## src/rtl/ucode_seq_pkg.sv

```systemverilog
// Shared definitions for the IU microcode sequencer: branch-op encodings,
// field positions inside u_f18 and the idle ROM address.
package ucode_seq_pkg;

   typedef enum logic [2:0] {
      UC_OP_NEXT = 3'b000,
      UC_OP_JMP  = 3'b001,
      UC_OP_BZ   = 3'b010,
      UC_OP_BNEG = 3'b011,
      UC_OP_BODD = 3'b100,
      UC_OP_CALL = 3'b101,
      UC_OP_RET  = 3'b110,
      UC_OP_DONE = 3'b111
   } uc_op_e;

   typedef enum logic {
      UC_ST_IDLE = 1'b0,
      UC_ST_RUN  = 1'b1
   } uc_state_e;

   localparam logic [8:0] UC_IDLE_ADDR = 9'h000;
   localparam logic [8:0] UC_LAST_ADDR = 9'h1FF;

   // u_f18 layout: [11:9] op, [8:0] target
   localparam int UC_F18_OP_HI  = 11;
   localparam int UC_F18_OP_LO  = 9;
   localparam int UC_F18_TGT_HI = 8;
   localparam int UC_F18_TGT_LO = 0;

   function automatic uc_op_e uc_f18_op(input logic [11:0] f18);
      return uc_op_e'(f18[UC_F18_OP_HI:UC_F18_OP_LO]);
   endfunction

   function automatic logic [8:0] uc_f18_tgt(input logic [11:0] f18);
      return f18[UC_F18_TGT_HI:UC_F18_TGT_LO];
   endfunction

endpackage

```

## src/rtl/ucode_seq_rstk.sv

```systemverilog
// Return-address LIFO for ucode CALL/RET. Top of stack is visible
// combinationally so RET can redirect the ROM address in the same cycle.
module ucode_rstk #(
   parameter int DEPTH = 2
) (
   input  logic       i_clk,
   input  logic       i_rst_n,
   input  logic       i_push,
   input  logic       i_pop,
   input  logic       i_clr,
   input  logic [8:0] i_din,
   output logic [8:0] o_top,
   output logic       o_full,
   output logic       o_empty
);

   localparam int CW = $clog2(DEPTH + 1);

   logic [8:0]    r_stk [DEPTH];
   logic [CW-1:0] r_cnt;

   assign o_full  = (r_cnt == CW'(DEPTH));
   assign o_empty = (r_cnt == '0);

   // Top entry sits at index r_cnt-1; selected by compare to stay in range.
   always_comb begin
      o_top = '0;
      for (int i = 0; i < DEPTH; i++) begin
         if (r_cnt == CW'(i + 1)) o_top = r_stk[i];
      end
   end

   always_ff @(posedge i_clk or negedge i_rst_n) begin
      if (!i_rst_n) begin
         r_cnt <= '0;
         for (int i = 0; i < DEPTH; i++) r_stk[i] <= '0;
      end else if (i_clr) begin
         r_cnt <= '0;
      end else if (i_push && !o_full) begin
         for (int i = 0; i < DEPTH; i++) begin
            if (r_cnt == CW'(i)) r_stk[i] <= i_din;
         end
         r_cnt <= r_cnt + CW'(1);
      end else if (i_pop && !o_empty) begin
         r_cnt <= r_cnt - CW'(1);
      end
   end

endmodule

```

## src/rtl/ucode_seq.sv

```systemverilog
// IU microcode sequencer: turns start/entry plus the current microword's
// branch field into the next ROM address, with stall, kill and error handling.
module ucode_seq
   import ucode_seq_pkg::*;
#(
   parameter int RSTK_DEPTH = 2
) (
   input  logic        clk,
   input  logic        reset_l,
   input  logic        ucode_start,
   input  logic [8:0]  ucode_entry,
   input  logic        ie_stall_ucode,
   input  logic        ie_kill_ucode,
   input  logic [11:0] u_f18,
   input  logic [31:0] a_oprd,
   input  logic        a_oprd_0_l,
   input  logic        reg5_31,
   output logic [8:0]  nxt_ucode_cnt,
   output logic        sel_fxx_default,
   output logic        u_abt_cur,
   output logic        ucode_busy,
   output logic        ucode_done,
   output logic        ucode_err
);

   uc_state_e  r_state;
   logic [8:0] r_ucode_cnt;

   uc_state_e  w_state_nxt;
   logic       w_cnt_en;
   uc_op_e     w_op;
   logic [8:0] w_tgt;
   logic [8:0] w_inc;
   logic       w_at_last;
   logic       w_cond;
   logic       w_push;
   logic       w_pop;
   logic       w_clr;
   logic       w_err;
   logic [8:0] w_top;
   logic       w_full;
   logic       w_empty;

   assign w_op      = uc_f18_op(u_f18);
   assign w_tgt     = uc_f18_tgt(u_f18);
   assign w_inc     = r_ucode_cnt + 9'd1;
   assign w_at_last = (r_ucode_cnt == UC_LAST_ADDR);

   always_comb begin
      w_cond = 1'b0;
      case (w_op)
         UC_OP_BZ:   w_cond = (a_oprd == 32'd0);
         UC_OP_BNEG: w_cond = reg5_31;
         UC_OP_BODD: w_cond = !a_oprd_0_l;
         default:    w_cond = 1'b0;
      endcase
   end

   always_comb begin
      nxt_ucode_cnt   = UC_IDLE_ADDR;
      sel_fxx_default = 1'b1;
      u_abt_cur       = 1'b0;
      ucode_busy      = 1'b0;
      ucode_done      = 1'b0;
      w_err           = 1'b0;
      w_push          = 1'b0;
      w_pop           = 1'b0;
      w_clr           = 1'b0;
      w_cnt_en        = 1'b0;
      w_state_nxt     = r_state;

      if (r_state == UC_ST_IDLE) begin
         if (ucode_start) begin
            nxt_ucode_cnt = ucode_entry;
            w_cnt_en      = 1'b1;
            w_state_nxt   = UC_ST_RUN;
         end
      end else begin
         ucode_busy      = 1'b1;
         sel_fxx_default = 1'b0;
         if (ie_kill_ucode) begin
            u_abt_cur       = 1'b1;
            sel_fxx_default = 1'b1;
            w_clr           = 1'b1;
            w_cnt_en        = 1'b1;
            w_state_nxt     = UC_ST_IDLE;
         end else if (ie_stall_ucode) begin
            nxt_ucode_cnt = r_ucode_cnt;
         end else begin
            w_cnt_en = 1'b1;
            case (w_op)
               UC_OP_NEXT: begin
                  nxt_ucode_cnt = w_inc;
                  w_err         = w_at_last;
               end
               UC_OP_JMP: nxt_ucode_cnt = w_tgt;
               UC_OP_BZ, UC_OP_BNEG, UC_OP_BODD: begin
                  nxt_ucode_cnt = w_cond ? w_tgt : w_inc;
                  w_err         = !w_cond && w_at_last;
               end
               UC_OP_CALL: begin
                  nxt_ucode_cnt = w_tgt;
                  w_err         = w_full;
                  w_push        = !w_full;
               end
               UC_OP_RET: begin
                  nxt_ucode_cnt = w_top;
                  w_err         = w_empty;
                  w_pop         = !w_empty;
               end
               UC_OP_DONE: begin
                  ucode_done  = 1'b1;
                  w_state_nxt = UC_ST_IDLE;
               end
            endcase
            // Any sequencing error ends the routine like DONE, minus the done pulse.
            if (w_err) begin
               nxt_ucode_cnt = UC_IDLE_ADDR;
               w_clr         = 1'b1;
               w_state_nxt   = UC_ST_IDLE;
            end
         end
      end
   end

   assign ucode_err = w_err;

   always_ff @(posedge clk or negedge reset_l) begin
      if (!reset_l) begin
         r_state     <= UC_ST_IDLE;
         r_ucode_cnt <= UC_IDLE_ADDR;
      end else begin
         r_state <= w_state_nxt;
         if (w_cnt_en) r_ucode_cnt <= nxt_ucode_cnt;
      end
   end

   ucode_rstk #(
      .DEPTH (RSTK_DEPTH)
   ) u_rstk (
      .i_clk   (clk),
      .i_rst_n (reset_l),
      .i_push  (w_push),
      .i_pop   (w_pop),
      .i_clr   (w_clr),
      .i_din   (w_inc),
      .o_top   (w_top),
      .o_full  (w_full),
      .o_empty (w_empty)
   );

endmodule

```

## config.mk

```make
export PLATFORM = sky130hd
export DESIGN_NAME = ucode_seq
export DESIGN_NICKNAME = d
export VERILOG_FILES = /design/src/rtl/ucode_seq_pkg.sv /design/src/rtl/ucode_seq_rstk.sv /design/src/rtl/ucode_seq.sv
export SDC_FILE = /design/constraint.sdc
export NUM_CORES = 1
export LEC_CHECK = 0
export BUFFER_PORTS_ARGS = -buffer_cell sky130_fd_sc_hd__buf_2
export CORE_MARGIN = 3
export CORE_UTILIZATION = 56
export CTS_BUF_LIST = sky130_fd_sc_hd__clkbuf_8
export DETAILED_ROUTE_END_ITERATION = 10
export PLACE_DENSITY_LB_ADDON = 0.05
export RECOVER_POWER = 100
export SLEW_MARGIN = 20
export SYNTH_ARGS = -nofsm -noshare
export SYNTH_HDL_FRONTEND = slang
export SYNTH_SLANG_ARGS = --single-unit
```

## constraint.sdc

```tcl
create_clock -name clk -period 4.3 [get_ports clk]
set_input_delay 0.215 -clock clk [delete_from_list [all_inputs] [get_ports clk]]
set_output_delay 0.215 -clock clk [all_outputs]
set_load 0.01 [all_outputs]
```

Yosys cells after proc, flatten, opt, wreduce, memory -nomap -nowiden:

Cells that the tools add are included.

* bits of input ports: 60
* output and inout port bits: 14
* register bits: 30

* muxes and demuxes: 49
* add/subtract/negate cells: 3
* reductions and logical operators: 15
* bitwise operators: 1
* equal/unequal tests: 10

Operators by type and width (count)
* $mux W9: 8
* $pmux W9 S4: 1
* $mux W1: 35
* $logic_not A32 Y1: 1
* $eq A3 B3 Y1 const B: 4
* $add A9 B1 Y9 const B: 1
* $eq A9 B9 Y1 const B: 1
* $eq A3 B2 Y1 const B: 2
* $mux W2: 3
* $reduce_and A3 Y1: 2
* $logic_not A1 Y1: 4
* $pmux W1 S4: 1
* $eq A3 B1 Y1 const B: 1
* $logic_and A1 B1 Y1: 3
* $logic_not A3 Y1: 1
* $pmux W1 S3: 1
* $reduce_bool A3 Y1: 1
* $reduce_or A3 Y1: 1
* $add A2 B1 Y2 const B: 1
* $eq A2 B1 Y1 const B: 1
* $eq A2 B2 Y1 const B: 1
* $logic_not A2 Y1: 1
* $reduce_or A2 Y1: 1
* $sub A2 B1 Y2 const B: 1
* $not A1 Y1: 1

Logic depth before layout (Yosys ltp):

* depth in word-level cells: 14
* gate-level depth with buffers: 9

Cells and area by module:

From an unflattened synthesis, not the netlist that was laid out.

* cell total of the unflattened synthesis: 262
* area, all modules: 2304.7 um2

By module, submodules not included
* ucode_seq: cells an instance 191, area each 1345.0 um2, instances 1, sequential area each 250.2 um2
* ucode_rstk: cells an instance 71, area each 959.7 um2, instances 1, sequential area each 500.5 um2

Least setup slack after synthesis:

No wires, ideal clock.

* path kind: in2out
* start: in u_f18[11]
* end: out nxt_ucode_cnt[1]
* data required time: 4.085 ns
* stages: 8
* arrival: 1.825 ns
* slack: 2.260 ns
* cells stage by stage: buf_6 > nor4_2 > nand4_1 > or3_4 > buf_6 > a311oi_1 > o2bb2ai_1 > a22o_1

* word-level cells in the longest chain between the ends: 12

Ends and longest elaborated chain
* start, declared: RTL line ucode_seq.sv:14 `input logic [11:0] u_f18,`
* $eq A3 B3 Y1 or $eq A3 B2 Y1 (tied branches): RTL line ucode_seq.sv:51, ucode_seq.sv:91
* $pmux W1 S3: RTL line ucode_seq.sv:51 `case (w_op)`
* $logic_not A1 Y1: RTL line ucode_seq.sv:99 `w_err = !w_cond && w_at_last;`
* $logic_and A1 B1 Y1: RTL line ucode_seq.sv:99
* $pmux W1 S4: RTL line ucode_seq.sv:91 `case (w_op)`
* $mux W1: RTL line ucode_seq.sv:87 `end else if (ie_stall_ucode) begin`
* $mux W1: RTL line ucode_seq.sv:81 `if (ie_kill_ucode) begin`
* $mux W1: RTL line ucode_seq.sv:72 `if (r_state == UC_ST_IDLE) begin`
* $mux W9 *: RTL line ucode_seq.sv:117 `if (w_err) begin`
* $mux W9 *: RTL line ucode_seq.sv:87
* $mux W9 *: RTL line ucode_seq.sv:81
* $mux W9 *: RTL line ucode_seq.sv:72
* end, declared: RTL line ucode_seq.sv:18 `output logic [8:0] nxt_ucode_cnt,`

Every way passes the cells marked *; elsewhere a longest branch is shown, timed or not. The select of a mux whose other input is x is not followed.

Worst setup path in the final report:

* start: reg u_rstk.r_cnt[0]
* end: out nxt_ucode_cnt[3]

* word-level cells in the longest chain between the ends: 9

Ends and longest elaborated chain
* start, declared: RTL line ucode_seq_rstk.sv:20 `logic [CW-1:0] r_cnt;`
* start signal, assigned: RTL line ucode_seq_rstk.sv:43 `r_cnt <= r_cnt + CW'(1);`
* start signal, assigned: RTL line ucode_seq_rstk.sv:45 `r_cnt <= r_cnt - CW'(1);`
* $eq A2 B2 Y1 or $logic_not A2 Y1 (tied branches): RTL line ucode_seq_rstk.sv:22, ucode_seq_rstk.sv:29, ucode_seq_rstk.sv:23
* $pmux W1 S4: RTL line ucode_seq.sv:91
* $mux W1: RTL line ucode_seq.sv:87
* $mux W1: RTL line ucode_seq.sv:81
* $mux W1: RTL line ucode_seq.sv:72
* $mux W9 *: RTL line ucode_seq.sv:117
* $mux W9 *: RTL line ucode_seq.sv:87
* $mux W9 *: RTL line ucode_seq.sv:81
* $mux W9 *: RTL line ucode_seq.sv:72

Marks and branches as above.

==> metrics.md <==
| Metric | Value |
|---|---|
| Crit path depth | `9` |
| GRT Util Overall | `0.2701` |
| DR WL/cell | `15.62 um` |
| Worst setup margin | `888.1 ps` |
| Synthesis-stage register bit count | `30` |
| Worst Setup Path Type | `reg -> out` |
| Post-synth ARST share | `1.000` |
| CP Cell Sequence | `inv_1 > ha_1 > a21oi_1 > nor3_1 > or2_2 > a41oi_1 > o21ai_0 > nand2_1 > clkbuf_1` |
| Slew margin rel. | `-0.09690` |
| Clk buf depth | `2` |
| Syn Nets | `around 330` |
| Final slew viol count | `31` |
| IO Count | `74` |
| Critical Path Fanout Max | `14` |
| Prevailing post-synth register cell | `dfrtp_1` |
| Fin Setup TNS | `0 ps` |
| Final hold vios | `0` |
| Num CTS Buffers | `5` |
| Cells after Synth | `269` |
| Failing checks | `capacitance limit, slew limit` |
| Placement row count | `22` |
| Status | `finished with violations` |
| Delay-heaviest family, CP | `compound AO/OA/AOI/OAI gates` |
| Power per Cell Area | `428.5 nW/um^2` |
| Pre-CTS setup slack | `about 1700 ps` |
| Worst r2r path cells | `8` |
| Post-synth EDFFs | `0` |
| Slowest CP cell | `a41oi_1` |
| Worst Setup End Kind | `output pin` |
| Fin util | `0.7142` |
| Max VDD drop | `approximately 310 uV` |
| CTS tree | `done` |
| Hold_buf cts | `1` |
| Detailed Routing Iterations Pass 1 | `4` |
| Setup violators final | `0` |
| Full die area | `about 4700 sq um` |
| Skew final | `between 8 and 9 ps` |
| Worst slew pin tran | `1645 ps` |
| Post-synth cell types | `54` |
| Leakage Power | `between 1 and 1.5 nW` |
| DRT antenna net count | `0` |
| Hold path depth | `3` |
| FMAX | `between 200 and 300 MHz` |
| Share of layout cells above drive strength 1 | `0.2583` |
| RSZ-0062 raised after global routing | `false` |
| Placed Instance Area | `~2600 sq um` |
| Core ar. | `3744 sq um` |
| Residual DRC | `0` |
| Hold Path Class | `in -> reg` |
| Largest net degree at the start of global routing | `31` |
| Post-route insts no fill | `~380` |
| Clk root buf | `clkbuf_8` |
| Initial antenna violation count | `0` |
| Post_cts resized | `0` |
| Final worst-path cycle share | `0.7935` |
| Synth warnings | `0` |
| Period minus WS final | `3412 ps` |
| Area grow syn2layout | `20.94%` |
| Htree depth | `2` |
| CP Data Required Time | `around 4100 ps` |
| Total of max-cap violations | `1` |
| GP Congestion | `approximately 0.94` |
| Number of global-route vias before repair | `just over 2k` |
| N_diodes | `0` |
| CP startpoint kind | `flop` |
| Post-Syn Area | `2211 sq um` |
| Initial DRC count | `216` |
| Die W | `between 60 and 70 um` |
| Port Buf Inserts | `73` |
| Setup Fix Bufs, Post-CTS | `0` |
| Initial core utilization | `0.5906` |
| Mean Syn Cell Area | `approximately 8.2 sq um` |
| Drt total wl | `a little under 6000 um` |
| CTS sink cnt | `30` |
| Vias per cell | `approximately 5.9` |
| Commonest non-fill, non-tap cell in the layout | `buf_2` |
| First-pass GRT wire length | `9570 um` |
| Clk Latency, worst-skew pair | `around 280 ps` |
| WP data arrival | `about 3200 ps` |
| Most frequent cells in the layout | `buf_2 (59), nand2_1 (36), dfrtp_1 (30), nor2_1 (24), o21ai_0 (19)` |
| Nets | `between 300 and 400` |
| Worst path max stage delay | `slightly below 800 ps` |
| Grt ovf | `0` |
| Worst Path Buf+Inv | `2` |
| Total number of vias | `2239` |
| Seq/Total Area, Yosys | `0.3396` |
| CTS clk-pin slew, worst paths | `approximately 70 ps` |
| Fin area | `around 2700 sq um` |
| Die Ht | `68.83 um` |
| DP Wirelength | `4462 um` |
| Placed cell count | `roughly 370` |
[power by group]
| group | leakage [nW] | total (W) | internal, W | switching [W] |
|---|---|---|---|---|
| registers | 0.398 | 0.000414 | 0.000345 | 0.0000688 |
| logic | 0.698 | 0.000370 | 0.000158 | 0.000212 |
| clock network | 0.0714 | 0.000362 | 0.000247 | 0.000114 |
[final cells by class]
class / count / area, sq um
multi-input cells: 214 / 1333
fillers: 304 / 1070
flip-flops and latches: 30 / 750.7
repair buffers: 75 / 365.4
clock buffers: 6 / 82.58
clock inverters: 2 / 60.06
well taps: 48 / 60.06
inverters: 6 / 22.52
[cells in the mapped netlist, types with 2 or more instances]
library cell | count | share of area
a21bo_2 | 2 | 0.0091
a21boi_0 | 2 | 0.0068
a21oi_1 | 17 | 0.038
a22o_1 | 3 | 0.012
a22oi_1 | 10 | 0.034
a311oi_1 | 2 | 0.0079
a31oi_1 | 3 | 0.0085
a32o_1 | 2 | 0.0091
and2_1 | 6 | 0.017
buf_1 | 2 | 0.0034
buf_6 | 2 | 0.010
clkbuf_1 | 13 | 0.022
dfrtp_1 | 30 | 0.34
ha_1 | 5 | 0.028
inv_1 | 6 | 0.010
mux2_2 | 5 | 0.025
nand2_1 | 36 | 0.061
nand2b_1 | 5 | 0.014
nand3_1 | 6 | 0.014
nand3b_1 | 4 | 0.014
nand4_1 | 2 | 0.0057
nor2_1 | 24 | 0.041
nor2b_1 | 5 | 0.014
nor3_1 | 7 | 0.016
nor4_1 | 8 | 0.023
nor4b_2 | 2 | 0.014
o21ai_0 | 19 | 0.043
o221ai_1 | 4 | 0.016
o22ai_1 | 2 | 0.0057
o2bb2ai_1 | 2 | 0.0079
o31ai_1 | 4 | 0.014
or2_2 | 4 | 0.011
xnor2_1 | 4 | 0.016
[kinds of logic (layout without fill, tap and decap cells)]
group                      count (synthesis)  count (layout)  synth area share
AOI/OAI and AO/OA                         83              83            0.2643
xor gates and xnor gates                   5               5           0.01981
adders and majority gates                  5               5           0.02830
buffers and inverters                     25              89           0.05150
DFF                                       30              30            0.3396
muxes                                      5               5           0.02547
and+or+nand+nor                          116             116            0.2711
[final timing paths]
check / startpoint / to / slack, ps
max: u_rstk.r_cnt[0] / nxt_ucode_cnt[3] / 890
min: ucode_entry[3] / r_ucode_cnt[3] / 200
max reg2reg: u_rstk.r_cnt[0] / r_ucode_cnt[3] / 1440
min reg2reg: u_rstk.r_stk[15] / u_rstk.r_stk[15] / 480
max in group asynchronous: reset_l / u_rstk.r_stk[1] / 2460
min in group asynchronous: reset_l / u_rstk.r_stk[16] / 890
[sequential cells by signal, summed over array words and instances, names as in the netlist]
signal	count
u_rstk.r_cnt	2
u_rstk.r_stk	18
r_state	1
r_ucode_cnt	9
[worst reg2reg max path, delay by kind of cell, from the launching register on]
| family | cells | cell delay [ps] |
|---|---|---|
| buffers and inverters | 1 | 100 |
| AOI/OAI and AO/OA | 4 | 1590 |
| adders and majority gates | 1 | 380 |
| and+or+nand+nor | 2 | 330 |
| DFF | 1 | 390 |
[metrics by stage]
| stage | power (W) | hold slack, ps |
|---|---|---|
| after floorplan | 0.0006741 | -80.59 |
| after global placement | 0.0007811 | 293.1 |
| after detailed placement | 0.0007887 | 292.8 |
| after CTS | 0.001152 | 193.4 |
| after global routing | 0.001227 | 215.3 |
| final | 0.001146 | 197.0 |
[metal layers]
metal / global-route usage / share of wire / vias to the layer above
li1: - / - / 1118
met1: 0.3827 / 0.46 / 1031
met2: 0.4195 / 0.47 / 84
met3: 0.05673 / 0.058 / 6
met4: 0.06569 / 0.0096 / 0
met5: 0 / 0 / -
No activity file was read; power rests on OpenSTA's default activity.
